[src/rtl/z80db_pkg.sv]
// Shared types and constants for the Z80 shadow-RAM mapper.
package z80db_pkg;

  typedef enum logic [1:0] {
    ST_OFF     = 2'd0,
    ST_ARM_ON  = 2'd1,
    ST_ON      = 2'd2,
    ST_ARM_OFF = 2'd3
  } shadow_state_t;

  localparam int LOCK_BIT = 5;
  localparam int WP_BIT   = 6;

  localparam logic [7:0] DEF_PORT_LO  = 8'hFD;
  localparam logic [1:0] DEF_PORT_HI  = 2'b01;
  localparam logic [7:0] DEF_ON_PORT  = 8'hFB;
  localparam logic [7:0] DEF_OFF_PORT = 8'h7B;

endpackage

[src/rtl/z80_strobe_edge.sv]
// Two-flop strobe sampler producing a one-clk pulse on each assertion of sig.
module z80_strobe_edge (
  input  logic clk,
  input  logic reset,
  input  logic sig,
  output logic pulse
);

  logic now_smp;
  logic prev_smp;

  // sample history: now_smp is the current sample, prev_smp the one before
  always_ff @(posedge clk or negedge reset) begin
    if (!reset) begin
      now_smp  <= 1'b0;
      prev_smp <= 1'b0;
    end else begin
      prev_smp <= now_smp;
      now_smp  <= sig;
    end
  end

  assign pulse = now_smp && !prev_smp;

endmodule

[src/rtl/z80_shadow_mapper.sv]
// Shadow-RAM controller: maps low 16 KB windows onto banked SRAM, traps
// I/O reads to switch the shadow map in on the following opcode fetch.
module z80_shadow_mapper
  import z80db_pkg::*;
#(
  parameter int         BANK_BITS  = 2,
  parameter int         CACHE_WIN  = 1,
  parameter logic [7:0] PORT_LO    = DEF_PORT_LO,
  parameter logic [1:0] PORT_HI    = DEF_PORT_HI,
  parameter logic [7:0] ON_PORT    = DEF_ON_PORT,
  parameter logic [7:0] OFF_PORT   = DEF_OFF_PORT,
  parameter int         BANK_LSB   = 4,
  parameter bit         BOOT_CACHE = 1'b0
) (
  input  logic                 clk,
  input  logic                 reset,
  input  logic                 bsrq,
  input  logic                 mreq_n,
  input  logic                 iorq_n,
  input  logic                 rd_n,
  input  logic                 wr_n,
  input  logic                 m1_n,
  input  logic [7:0]           a_lo,
  input  logic [1:0]           a_hi,
  input  logic [7:0]           d_in,
  output logic [7:0]           d_out,
  output logic                 d_oe,
  output logic                 sram_oe_n,
  output logic                 sram_we_n,
  output logic                 sram_ce_n,
  output logic [BANK_BITS-1:0] sram_ba,
  output logic                 romblk
);

  localparam shadow_state_t RST_STATE = BOOT_CACHE ? ST_ON : ST_OFF;
  localparam logic [1:0]    WIN_LIM   = 2'(CACHE_WIN);

  shadow_state_t state;
  shadow_state_t next_state;
  logic [7:0]    ctl;

  logic win_hit, reg_hit, iord, iowr, fetch;
  logic iord_p, iowr_p, fetch_p;
  logic on_trap, off_trap, act, sel;

  assign win_hit  = (a_hi < WIN_LIM);
  assign reg_hit  = (a_lo == PORT_LO) && (a_hi == PORT_HI);
  assign iord     = !iorq_n && !rd_n;
  assign iowr     = !iorq_n && !wr_n;
  assign fetch    = !m1_n && !mreq_n;
  assign on_trap  = iord_p && (a_lo == ON_PORT);
  assign off_trap = iord_p && (a_lo == OFF_PORT);

  z80_strobe_edge u_iord  (.clk(clk), .reset(reset), .sig(iord),  .pulse(iord_p));
  z80_strobe_edge u_iowr  (.clk(clk), .reset(reset), .sig(iowr),  .pulse(iowr_p));
  z80_strobe_edge u_fetch (.clk(clk), .reset(reset), .sig(fetch), .pulse(fetch_p));

  // control register, frozen once LOCK is set
  always_ff @(posedge clk or negedge reset) begin
    if (!reset) begin
      ctl <= 8'h00;
    end else if (iowr_p && reg_hit && !ctl[LOCK_BIT]) begin
      ctl <= d_in;
    end
  end

  // shadow state register
  always_ff @(posedge clk or negedge reset) begin
    if (!reset) begin
      state <= RST_STATE;
    end else begin
      state <= next_state;
    end
  end

  // shadow next-state: arm on a trap read, commit on the next M1 fetch
  always_comb begin
    next_state = state;
    case (state)
      ST_OFF: begin
        if (on_trap) next_state = ST_ARM_ON;
        else         next_state = ST_OFF;
      end
      ST_ARM_ON: begin
        if (fetch_p)       next_state = ST_ON;
        else if (off_trap) next_state = ST_OFF;
        else               next_state = ST_ARM_ON;
      end
      ST_ON: begin
        if (off_trap) next_state = ST_ARM_OFF;
        else          next_state = ST_ON;
      end
      ST_ARM_OFF: begin
        if (fetch_p)      next_state = ST_OFF;
        else if (on_trap) next_state = ST_ON;
        else              next_state = ST_ARM_OFF;
      end
      default: next_state = RST_STATE;
    endcase
  end

  assign act       = (state == ST_ON) || (state == ST_ARM_OFF);
  assign sel       = !bsrq || act;
  assign sram_ce_n = !(sel && win_hit && !mreq_n);
  assign sram_oe_n = sram_ce_n || rd_n;
  // write-protect only gates CPU writes, never the external master
  assign sram_we_n = sram_ce_n || wr_n || (act && bsrq && ctl[WP_BIT]);
  assign sram_ba   = ctl[BANK_LSB +: BANK_BITS];
  assign romblk    = act || !bsrq;
  assign d_oe      = iord && reg_hit;
  assign d_out     = ctl;

endmodule

[config.mk]
export PLATFORM = sky130hd
export DESIGN_NAME = z80_shadow_mapper
export DESIGN_NICKNAME = d
export VERILOG_FILES = /design/src/rtl/z80db_pkg.sv /design/src/rtl/z80_strobe_edge.sv /design/src/rtl/z80_shadow_mapper.sv
export SDC_FILE = /design/constraint.sdc
export NUM_CORES = 1
export LEC_CHECK = 0
export CORE_UTILIZATION = 39
export CTS_CLUSTER_SIZE = 40
export DETAILED_ROUTE_END_ITERATION = 7
export PLACE_DENSITY = 0.82
export SLEW_MARGIN = 40
export SYNTH_ARGS = -nofsm -noshare
export SYNTH_HDL_FRONTEND = slang
export SYNTH_SLANG_ARGS = --single-unit
[constraint.sdc]
create_clock -name clk -period 2.8 [get_ports clk]
set_clock_uncertainty 0.1 [all_clocks]
set_input_delay 0.42 -clock clk [delete_from_list [all_inputs] [get_ports clk]]
set_output_delay 0.42 -clock clk [all_outputs]
set_load 0.1 [all_outputs]
==> results by stage <==
Yosys:
- When the netlist entered floorplanning its net count stood at 78.
- The area fraction of the dominant cell type after synthesis is 56.8%.
- During synthesis, Yosys emitted a total of 0 warnings.
- Synthesis instantiated 23 different standard cells from the library.
- After synthesis, flip-flops and latches occupy 56.8% of the total area.
- After synthesis, the cell types taking the most area are sky130_fd_sc_hd__dfrtp_1, sky130_fd_sc_hd__mux2_4, sky130_fd_sc_hd__nor2_1.
- Averaged over all synthesized cells, the footprint is 13.5 um^2.
- After synthesis the cells add up to 704 um^2.
- Counting flops and latches in the post-synthesis netlist gives 16.
- sky130_fd_sc_hd__dfrtp_1 takes more of the synthesized area than any other cell.
- Synthesis handed over a netlist of 52 instances.

Global route:
- The first-pass GRT wire length is 2680 um.
- Global routing consumed, over all layers together, 20.4% of the routing resources.
- The maximum number of pins on one net before global-route repair is 17.
- The via count of the first global-routing pass is 597.
- After global routing the overflow that remains totals 0.
- The number of antenna violations at the first check in global routing was 0.

Final layout:
- The number of antenna diodes in the final layout is 0.
- At the end of the flow, the number of nets in the layout was 121.
- Summing all multi-input logic gate instances after layout gives 284 um^2.
- Leaving out fill and tap cells, the most frequent cell in the layout is sky130_fd_sc_hd__clkdlybuf4s50_1.
- The area added between synthesis and finish is 64.1%.
- In the layout the commonest cells are sky130_fd_sc_hd__clkdlybuf4s50_1, sky130_fd_sc_hd__dfrtp_1, sky130_fd_sc_hd__buf_4.
- The area taken by flip-flops and latches is 400 um^2.
- The post-route netlist has 34.0% of its cells at a drive strength greater than 1.
- The filler cells instantiated in the layout total 115.
- The share of the core filled with cells in the final layout is 72.5%.
- The final standard cell area without fillers is 1160 um^2.

CTS:
- TritonCTS built the clock tree.
- The tree is rooted in a sky130_fd_sc_hd__clkbuf_4.
- After clock tree synthesis, the clock-pin slew on the worst setup and hold paths is 0.09 ns.
- The clock reaches the later pin of the worst-skew pair after 0.29 ns.
- The number of levels the H-tree was split into is 1.
- The CTS sink count is 16.
- The number of gates resized after CTS was 0.
- Clock tree synthesis inserted a total of 3 buffers.
- The largest buffer count on any clock path is 2.

Power:
- For this design the ratio of total power to cell area is 464 nW/um^2.
- Across the VDD grid, the largest voltage drop is 0.519 mV.
- Power comes to 536 uW.
- In this run the static leakage power is 0.544 nW.

Route:
- The final layout contains routed wiring with a total length of 1670 um.
- In the final routed layout, each cell accounts on average for 14.2 um.
- The detailed router finished its first iteration with 4 violations.
- The average via count per standard cell is 4.90.
- The detailed router placed 578 vias in this run.
- The post-route antenna net violation count is 0.
- The detailed-router iteration count before antenna repair is 4.
- For this run, design rule violations remaining after detail routing come to 0.

Worst setup path:
- The category of the most critical setup path is primary input to output pin.
- The worst setup path is captured at an output pin.
- The internal reg-to-reg setup slack is 1.09 ns.
- The nature of the critical path startpoint is a primary input.
- The critical path depth in cells is 5.
- The startpoint of the worst register-to-register path is d_out[5]$_DFFE_PN0P_.
- For this design, the slowest cell found on the critical path is sky130_fd_sc_hd__clkdlybuf4s50_1.
- The timing startpoint of the critical path is a_hi[1].
- The endpoint of the worst setup timing path is sram_we_n.
- The maximum fanout along the worst path is 3.
- The sum of buffers and inverters on the critical path is 2.
- The end of the worst register-to-register path is d_out[0]$_DFFE_PN0P_.
- On the worst path, the slowest cell contributes a delay of 0.41 ns.
- Broken down by cell family, the worst path's largest delay share belongs to buffers and inverters.
- The required time of the critical path is 2.28 ns.
- The path depth of the worst reg2reg path is 3.
- STA puts the critical path data arrival time at 1.71 ns.
- Walking the worst path, the cells encountered are clkdlybuf4s50_1 > nor3_1 > nand2_2 > a311o_2 > buf_12.

Placed design:
- Input and output buffers added on the ports amount to 40.
- The post-DP HPWL is 1340 um.
- Routability-driven placement finished with a final weighted congestion of 0.698.
- The placement-stage cell area is 1110 um^2.

Floorplanning:
- The initial utilization of the core area, before any placement, comes to 44.2%.
- The initialized floorplan defines 14 standard-cell rows.
- The number of I/O pins is 41.
- The die span in y is 44.5 um.
- The die boundary width is 44.5 um.
- The core region is 1590 um^2.
- The die covers 1980 um^2.

Worst hold path:
- The class of the most critical hold timing path is flop to flop.
- The start point of the worst min-delay path is u_iord.now_smp$_DFF_PN0_.

STA:
- Setup repair after global routing left no endpoint under its margin.
- The period utilization is 79.6%.
- For the pin with the worst max-slew slack, the measured transition is 0.531 ns.
- The count of final hold-check violations is 0.
- The worst relative slew slack is 64.6%.
- The setup-violating endpoint count in the final report is 0.
- The worst path in the final design needs a cycle of 2.23 ns, including I/O delays and setup.
- The highest clock frequency the design can meet is 449 MHz.
- Summed over all failing endpoints, the final setup total negative slack is 0 ns.
- The final max-slew violation count was 0.

Status:
- The run finished with clean final reports.

Run:
- The number of maximum-capacitance constraint violations is 0.
==> flip-flops by register name (all words and copies together) (netlist names) <==
| signal | flops |
|---|---|
| u_iord.now_smp | 1 |
| u_iowr.now_smp | 1 |
| state | 2 |
| u_iord.prev_smp | 1 |
| u_iowr.prev_smp | 1 |
| u_fetch.prev_smp | 1 |
| d_out | 8 |
| u_fetch.now_smp | 1 |
==> layer usage <==
layer	vias to the layer above	track usage (%)	wire length (um)
met3	4	6.53	146
met1	273	24.1	670
li1	269	-	-
met2	32	31.2	825
met5	-	0	0
met4	0	14.5	31
==> cells in the mapped netlist (all sizes together) <==
| master | count |
|---|---|
| nor3b | 1 |
| and4bb | 1 |
| nor4bb | 1 |
| and3 | 1 |
| nor2 | 5 |
| nand3 | 2 |
| nand2b | 1 |
| nor2b | 1 |
| xor2 | 1 |
| and4b | 1 |
| buf | 3 |
| a21o | 1 |
| a311o | 1 |
| xnor2 | 1 |
| and4 | 1 |
| mux2 | 7 |
| or2 | 1 |
| dfrtp | 16 |
| nand2 | 3 |
| a41oi | 1 |
| a311oi | 1 |
| nor3 | 1 |
==> where the power goes <==
part	internal, mW	switching (mW)
clock network	0.0792	0.0727
registers	0.243	0.0135
logic	0.0569	0.0713
==> layout make-up <==
class,count,share of cell area (%)
Multi-Input combinational cell,33,24.6
Tap cell,24,2.60
Clock buffer,4,3.14
Sequential cell,16,34.6
Timing Repair Buffer,41,35.1
==> worst min path at each step <==
stage	endpoint	slack, ns	cells after the start
after detailed placement	u_iord.prev_smp$_DFF_PN0_	0.26	0
after global placement	u_iord.prev_smp$_DFF_PN0_	0.25	0
after global routing	u_iord.prev_smp$_DFF_PN0_	0.29	0
after CTS	u_iord.prev_smp$_DFF_PN0_	0.28	0
final	u_iord.prev_smp$_DFF_PN0_	0.28	0
after floorplan	d_out[0]$_DFFE_PN0P_	0.02	0
==> logic make-up (layout without fill, tap and decap cells) <==
kind of cell | after synthesis | after routing | share of synthesized area, %
muxes | 7 | 7 | 14.9
and+or+nand+nor | 20 | 20 | 16.9
xor gates and xnor gates | 2 | 2 | 2.49
buffers and inverters | 3 | 45 | 3.73
DFF | 16 | 16 | 56.8
AOI/OAI and AO/OA | 4 | 4 | 5.15
==> timing repair <==
| action | CTS | global route |
|---|---|---|
| setup endpoints to repair | 0 | 0 |
| hold buffers | 0 | 1 |
| hold endpoints to repair | 0 | 16 |
| setup buffers | 0 | 0 |
==> metrics by stage <==
step | setup WS, ns | hold slack, ns | instances
after floorplan | 0.186 | 0.0244 | 52
after global placement | 0.559 | 0.253 | 113
after detailed placement | 0.523 | 0.262 | 113
after CTS | 0.563 | 0.283 | 117
after global routing | 0.519 | 0.287 | 118
final | 0.571 | 0.280 | 118
(Power assumes the default switching activity.)
